### config.mk
export PLATFORM = sky130hd
export DESIGN_NAME = pipe_stage_skid
export DESIGN_NICKNAME = d
export VERILOG_FILES = /design/src/rtl/pipe_stage_skid.sv
export SDC_FILE = /design/constraint.sdc
export NUM_CORES = 1
export LEC_CHECK = 0
export BUFFER_PORTS_ARGS = -buffer_cell sky130_fd_sc_hd__clkbuf_2
export CORE_MARGIN = 2
export CORE_UTILIZATION = 30
export CTS_BUF_LIST = sky130_fd_sc_hd__clkbuf_4 sky130_fd_sc_hd__clkbuf_8 sky130_fd_sc_hd__clkbuf_16
export CTS_CLUSTER_SIZE = 14
export DETAILED_ROUTE_END_ITERATION = 8
export PLACE_DENSITY = 0.48
export SLEW_MARGIN = 20
export SYNTH_ARGS = -nofsm -noshare
export SYNTH_HDL_FRONTEND = slang
export SYNTH_SLANG_ARGS = --single-unit
### constraint.sdc
create_clock -name clk -period 5.7 [get_ports clk]
set_input_delay 0.57 -clock clk [delete_from_list [all_inputs] [get_ports clk]]
set_output_delay 0.57 -clock clk [all_outputs]
set_load 0.05 [all_outputs]
### src/rtl/pipe_stage_skid.sv
// Elastic pipeline-stage register with a two-entry skid buffer.
// Moves a control bundle and a data bundle between stages over a valid/ready
// handshake. The main slot drives the outputs directly from flops; the skid
// slot catches the beat that arrives while the main slot is stalled, which lets
// in_ready be a pure flop output (no out_ready -> in_ready path) while still
// sustaining one beat per cycle. Control is zeroed in the stored registers
// whenever a slot empties, so downstream never sees live control on a bubble.
module pipe_stage_skid #(
  parameter int CTRL_W    = 8,
  parameter int DATA_W    = 64,
  parameter int ZERO_DATA = 0
) (
  input  logic              clk,
  input  logic              rst,
  input  logic              flush,
  input  logic              in_valid,
  output logic              in_ready,
  input  logic [CTRL_W-1:0] in_ctrl,
  input  logic [DATA_W-1:0] in_data,
  output logic              out_valid,
  input  logic              out_ready,
  output logic [CTRL_W-1:0] out_ctrl,
  output logic [DATA_W-1:0] out_data,
  output logic [1:0]        occupancy
);

  logic              main_valid_q, main_valid_d;
  logic [CTRL_W-1:0] main_ctrl_q,  main_ctrl_d;
  logic [DATA_W-1:0] main_data_q,  main_data_d;
  logic              skid_valid_q, skid_valid_d;
  logic [CTRL_W-1:0] skid_ctrl_q,  skid_ctrl_d;
  logic [DATA_W-1:0] skid_data_q,  skid_data_d;
  logic              in_fire;
  logic              out_fire;

  // Outputs come straight from the stored state; in_ready only depends on the skid flop.
  assign in_ready  = ~skid_valid_q;
  assign out_valid = main_valid_q;
  assign out_ctrl  = main_ctrl_q;
  assign out_data  = main_data_q;
  assign occupancy = {1'b0, main_valid_q} + {1'b0, skid_valid_q};

  // Next-state for both slots: flush wins, then skid drain, then main-slot traffic.
  always_comb begin
    in_fire      = in_valid & ~skid_valid_q;
    out_fire     = main_valid_q & out_ready;
    main_valid_d = main_valid_q;
    main_ctrl_d  = main_ctrl_q;
    main_data_d  = main_data_q;
    skid_valid_d = skid_valid_q;
    skid_ctrl_d  = skid_ctrl_q;
    skid_data_d  = skid_data_q;

    if (flush) begin
      main_valid_d = 1'b0;
      main_ctrl_d  = '0;
      skid_valid_d = 1'b0;
      skid_ctrl_d  = '0;
      if (ZERO_DATA != 0) begin
        main_data_d = '0;
        skid_data_d = '0;
      end
    end else if (skid_valid_q) begin
      if (out_fire) begin
        main_valid_d = 1'b1;
        main_ctrl_d  = skid_ctrl_q;
        main_data_d  = skid_data_q;
        skid_valid_d = 1'b0;
        skid_ctrl_d  = '0;
        if (ZERO_DATA != 0) begin
          skid_data_d = '0;
        end
      end
    end else if (main_valid_q) begin
      if (in_fire && out_fire) begin
        main_ctrl_d = in_ctrl;
        main_data_d = in_data;
      end else if (out_fire) begin
        main_valid_d = 1'b0;
        main_ctrl_d  = '0;
        if (ZERO_DATA != 0) begin
          main_data_d = '0;
        end
      end else if (in_fire) begin
        skid_valid_d = 1'b1;
        skid_ctrl_d  = in_ctrl;
        skid_data_d  = in_data;
      end
    end else if (in_fire) begin
      main_valid_d = 1'b1;
      main_ctrl_d  = in_ctrl;
      main_data_d  = in_data;
    end
  end

  // Slot registers; reset empties both slots and clears all payload.
  always_ff @(posedge clk or posedge rst) begin
    if (rst) begin
      main_valid_q <= 1'b0;
      main_ctrl_q  <= '0;
      main_data_q  <= '0;
      skid_valid_q <= 1'b0;
      skid_ctrl_q  <= '0;
      skid_data_q  <= '0;
    end else begin
      main_valid_q <= main_valid_d;
      main_ctrl_q  <= main_ctrl_d;
      main_data_q  <= main_data_d;
      skid_valid_q <= skid_valid_d;
      skid_ctrl_q  <= skid_ctrl_d;
      skid_data_q  <= skid_data_d;
    end
  end

endmodule

==> impl_metrics.json, run 1 <==
{
  "mappedNetlistArea_sq_um": 6467,
  "drt-total-wl_microns": 14370,
  "synth_cell_type_count": 27,
  "setup_violations": 0,
  "powerDensity_nw_per_um2": 457.0,
  "pwr-share-seq": 0.391,
  "grt_max_degree": 92,
  "cts_tree": "done",
  "min_path_type": "input port to asynchronous set/reset pin",
  "critPathMostFrequentCell": "buf_4",
  "dpl.hpwl_microns": 9540,
  "clkPwrFrac": 0.315,
  "syn_inst": 436,
  "crit_chain": "buf_4, nand2b_1, a211oi_4, buf_4, mux2_2",
  "drive_gt1_frac": 0.6327,
  "yosysTopAreaCell": "dfrtp_1",
  "initial_core_util": 0.3067,
  "root_buffer": "clkbuf_16",
  "synth-edff-count": 0,
  "clockBufferDepth": 2,
  "clk_pin_slew_worst_paths_ns": 0.06,
  "fp.dieArea_sq_um": 22750,
  "status": "finished clean",
  "power_frac_comb": 0.293,
  "max_stage_delay_ns": 0.74,
  "ys_seq_area_frac": 0.5649,
  "p_int_mw": 2.374,
  "final_common_cell": "mux2_2",
  "cp_max_fo": 71,
  "nets": 666,
  "path_buf_inv": 2,
  "num_vias": 4019,
  "ios": 153,
  "grt_pass1_vias": 4389,
  "place_inst": 842,
  "endpoint_kind": "register",
  "tightest_slew_ns": 0.9560,
  "cts_resized": 0,
  "n_antenna_cell": 0,
  "synth_nets": 516,
  "htree_levels": 4,
  "detail-route-antenna-nets": 0,
  "irDropWorstVdd_v": 0.0001938,
  "cts_inserted_buffers": 17,
  "start_kind": "register",
  "netlist_top_cells_area": "dfrtp_1 (56%), mux2_2 (32%), nand2b_1 (1.7%), mux2_1 (1.6%), a22o_1 (1.1%)",
  "leakagePower_nw": 3.647,
  "grt_pass1_wl_microns": 22780,
  "drtIter0Drc": 111,
  "yosysWarnings": 0,
  "period_share": 0.5166,
  "route.detailed.drc": 0,
  "cts_sinks": 146,
  "final_cells": 874,
  "ys_async_sr_fraction": 1.000,
  "fin_skew_ns": 0.008210,
  "grt_usage": 0.1310,
  "whs_ns": 0.3065,
  "path_delay_family": "buffers and inverters",
  "rows": 53,
  "post_cts_buffers": 0,
  "synth_top_family_by_area": "multiplexers",
  "viasPerCell": 4.598,
  "synth_compound_area_frac": 0.03850,
  "synthXorXnorAreaFrac": 0,
  "antenna_found_initial": 0,
  "max_freq_mhz": 339.6,
  "yosysTopAreaCellShare": 0.5649,
  "synthSimpleGateAreaFrac": 0.03153,
  "tns_ns": 0,
  "route.detailed.wl_per_inst_microns": 16.44,
  "ctsHoldBuffers": 0,
  "die_y_microns": 150.8,
  "switching_share": 0.3577,
  "rsz0062_at_grt": "false",
  "avgSynthCellArea_sq_um": 14.83,
  "gr-total-overflow": 0,
  "core_area_sq_um": 21090,
  "first_pass_iters": 4,
  "yosys.area_share.adder": 0.005804,
  "worstPathArrival_ns": 3.24,
  "p_switching_mw": 1.322,
  "cp.required_ns": 6.00,
  "synthFlopType": "dfrtp_1",
  "stdcell_area_sq_um": 8087,
  "min_period_ns": 2.945,
  "io_buffers": 152,
  "die_w_microns": 150.8,
  "slew_viol_final": 0,
  "final_cell_mix": "mux2_2 (183), clkbuf_2 (152), dfrtp_1 (145)",
  "synthMuxAreaShare": 0.3343,
  "maxCapViolations": 0,
  "worstSkewPairLatency_ns": 0.42,
  "postPlaceCellArea_sq_um": 7471,
  "slew-limit-headroom": 0.3627,
  "hold_viol": 0,
  "ys_ff_latch": 146,
  "setup.worst_path.class": "register to register",
  "crit_slowest_cell": "buf_4",
  "gp_congestion": 0.7105,
  "synthToLayoutAreaGrowth_pct": 25.03
}
[state kept, by name, indices dropped and copies added, names as in the netlist]
register / count
out_data: 64
skid_valid_q: 1
out_ctrl: 8
skid_data_q: 64
out_valid: 1
skid_ctrl_q: 8
[cell usage after synthesis (all sizes together), types with 2 or more instances]
cell / instances
a21oi: 3
a22o: 8
buf: 18
clkbuf: 7
dfrtp: 146
ha: 3
inv: 3
mux2: 192
nand2: 9
nand2b: 18
nor3: 2
o21ai: 8
o2bb2ai: 8
[path summary, 6_finish.rpt]
| check | startpoint | to | slack (ns) | depth (start not counted) |
|---|---|---|---|---|
| max | skid_valid_q$_DFF_PP0_ | out_data[37]$_DFFE_PP0P_ | 2.76 | 5 |
| min | rst | out_data[38]$_DFFE_PP0P_ | 0.31 | 2 |
| max reg2reg | skid_valid_q$_DFF_PP0_ | out_data[37]$_DFFE_PP0P_ | 2.76 | 5 |
| min reg2reg | out_data[54]$_DFFE_PP0P_ | out_data[54]$_DFFE_PP0P_ | 0.49 | 1 |
| max in group asynchronous | rst | skid_valid_q$_DFF_PP0_ | 4.04 | 3 |
| min in group clk | in_ctrl[5] | skid_ctrl_q[5]$_DFFE_PP0P_ | 0.39 | 2 |
[routing by layer]
layer  vias to the layer above  share of wire  track usage
li1                       1874              -            -
met1                      2035           0.44       0.1633
met2                        98           0.49       0.2164
met3                        12          0.057      0.04277
met4                         0          0.011      0.04112
met5                         -              0            0
[power by group through the flow]
stage / clock [mW] / sequential (mW) / combinational [mW]
final: 1.17 / 1.45 / 1.08
after global routing: 1.24 / 1.49 / 1.15
after CTS: 1.20 / 1.45 / 1.10
after detailed placement: 0 / 1.47 / 1.10
after global placement: 0 / 1.46 / 1.08
after floorplan: 0 / 1.92 / 0.363
[layout make-up]
cell class,count,area [sq um]
tap,275,344.1
inverter,3,16.27
clock inverter,14,176.4
timing repair buffer,156,790.8
multi-input combinational,262,2663
sequential,146,3657
clock buffer,18,439.2
fill,2062,13000
[logic make-up (layout without fill, tap and decap cells)]
group                    count (synthesis)  after routing
multiplexers                           192            192
AO/OA/AOI/OAI                           32             32
AND/OR/NAND/NOR                         35             35
adder cells (fa/ha/maj)                  3              3
flip-flops                             146            146
buffers and inverters                   28            191
[stage by stage]
| step | utilization | power [mW] | worst slack (ns) |
|---|---|---|---|
| finish | 0.3835 | 3.696 | 2.755 |
| global route | 0.3835 | 3.878 | 2.571 |
| CTS | 0.3835 | 3.757 | 2.697 |
| detailed placement | 0.3543 | 2.569 | 2.716 |
| global placement | 0.3542 | 2.539 | 2.724 |
| floorplan | - | 2.285 | 1.207 |
(Power assumes the default switching activity.)
==> inputs of run 2 (changes only) <==
==> constraint.sdc (replaced) <==
create_clock -name clk -period 2.92 [get_ports clk]
set_input_delay 0.292 -clock clk [delete_from_list [all_inputs] [get_ports clk]]
set_output_delay 0.292 -clock clk [all_outputs]
set_load 0.05 [all_outputs]
==> impl_metrics.json, run 2 (synthesis results as in run 1) <==
{
  "first_pass_iters": 4,
  "dpl.hpwl_microns": 9378,
  "setup.worst_path.class": "register to register",
  "irDropWorstVdd_v": 0.0004033,
  "cp.required_ns": 3.22,
  "min_period_ns": 2.424,
  "clockBufferDepth": 2,
  "start_kind": "register",
  "grt_usage": 0.1291,
  "rows": 53,
  "die_y_microns": 150.8,
  "routed-wl-met3_microns": 855,
  "fin_skew_ns": 0.009910,
  "route.detailed.wl_per_inst_microns": 16.12,
  "fin_ws_ns": 0.4956,
  "grt_pass1_wl_microns": 22580,
  "initial_core_util": 0.3067,
  "power_frac_comb": 0.301,
  "ios": 153,
  "route.met2.wl_microns": 6965,
  "setup_violations": 0,
  "rsz0062_at_grt": "false",
  "clk_pin_slew_worst_paths_ns": 0.07,
  "detail-route-antenna-nets": 0,
  "htree_levels": 4,
  "status": "finished clean",
  "n_antenna_cell": 0,
  "drt-met1-wl_microns": 6233,
  "ctsHoldBuffers": 0,
  "num_vias": 4068,
  "cts_inserted_buffers": 17,
  "synthToLayoutAreaGrowth_pct": 26.79,
  "tightest_slew_ns": 1.004,
  "root_buffer": "clkbuf_16",
  "placement.setup.worst_slack_ns": 0.4604,
  "p_switching_mw": 2.581,
  "cts_resized": 0,
  "post_cts_buffers": 0,
  "core_area_sq_um": 21090,
  "clkPwrFrac": 0.305,
  "hold_viol": 0,
  "final_cell_mix": "mux2_2 (183), clkbuf_2 (152), dfrtp_1 (145)",
  "cts_sinks": 146,
  "tns_ns": 0,
  "slew_viol_final": 0,
  "period_share": 0.8303,
  "p_int_mw": 4.560,
  "min_path_type": "input port to asynchronous set/reset pin",
  "cp_max_fo": 10,
  "io_buffers": 152,
  "powerDensity_nw_per_um2": 870.9,
  "viasPerCell": 4.607,
  "drive_gt1_frac": 0.6365,
  "drtIter0Drc": 104,
  "finalPower_mw": 7.142,
  "switching_share": 0.3614,
  "slew-limit-headroom": 0.3309,
  "gr-total-overflow": 0,
  "nets": 675,
  "max_freq_mhz": 412.5,
  "endpoint_kind": "register",
  "route.detailed.drc": 0,
  "leakagePower_nw": 3.697,
  "highest_layer": "met4",
  "grt_pass1_vias": 4335,
  "grt_max_degree": 147,
  "maxCapViolations": 0,
  "gp_congestion": 0.6799,
  "worstPathArrival_ns": 2.72,
  "fp.dieArea_sq_um": 22750,
  "cts_tree": "done",
  "antenna_found_initial": 0,
  "pwr-share-seq": 0.394,
  "die_w_microns": 150.8,
  "worstSkewPairLatency_ns": 0.42,
  "final_common_cell": "mux2_2",
  "drt-total-wl_microns": 14240
}
run 2: through the flow:
| step | std cells | instance area (sq um) | hold WS (ns) | util |
|---|---|---|---|---|
| after floorplan | 436 | 6471 | 0.4161 | - |
| after global routing | 883 | 8200 | 0.09066 | 0.3889 |
| after CTS | 883 | 8200 | 0.08724 | 0.3889 |
| after detailed placement | 851 | 7610 | 0.4741 | 0.3609 |
| final | 883 | 8200 | 0.05688 | 0.3889 |
| after global placement | 851 | 7610 | 0.4681 | 0.3609 |
run 2: layout make-up:
| class | count | area, sq um |
|---|---|---|
| clock buffer | 18 | 432.9 |
| clock inverter | 14 | 157.7 |
| fill | 2073 | 12890 |
| inverter | 3 | 15.01 |
| multi-input combinational | 262 | 2660 |
| sequential | 146 | 3657 |
| tap | 275 | 344.1 |
| timing repair buffer | 165 | 933.4 |
run 2: layer usage:
layer / vias up / GRT usage
li1: 1890 / -
met1: 2075 / 0.1599
met2: 93 / 0.2145
met3: 10 / 0.04277
met4: 0 / 0.03925
met5: - / 0
run 2: worst paths after layout:
check	endpoint	cells past startpoint	slack (ns)	start
setup reg to reg	out_data[24]$_DFFE_PP0P_	6	0.50	out_valid$_DFFE_PP0P_
min in group clk	skid_ctrl_q[3]$_DFFE_PP0P_	2	0.11	in_ctrl[3]
max in group asynchronous	out_data[49]$_DFFE_PP0P_	3	2.18	rst
setup / recovery	out_data[24]$_DFFE_PP0P_	6	0.50	out_valid$_DFFE_PP0P_
hold reg to reg	out_data[50]$_DFFE_PP0P_	1	0.49	out_data[50]$_DFFE_PP0P_
hold / removal	out_data[7]$_DFFE_PP0P_	3	0.06	rst
run 2: power groups by stage:
stage | sequential, mW | clock (mW) | combinational, mW
2_1_floorplan | 3.75 | 0 | 0.710
3_3_place_gp | 2.83 | 0 | 2.15
3_5_place_dp | 2.85 | 0 | 2.18
4_1_cts | 2.82 | 2.27 | 2.19
5_1_grt | 2.88 | 2.37 | 2.28
6_report | 2.81 | 2.18 | 2.15
run 2: worst max-delay path, stage by stage (launching register included):
cell,delay [ns]
dfrtp_1,0.52
inv_1,0.12
ha_1,0.21
or2_1,0.24
a211oi_4,0.59
buf_4,0.28
mux2_2,0.34
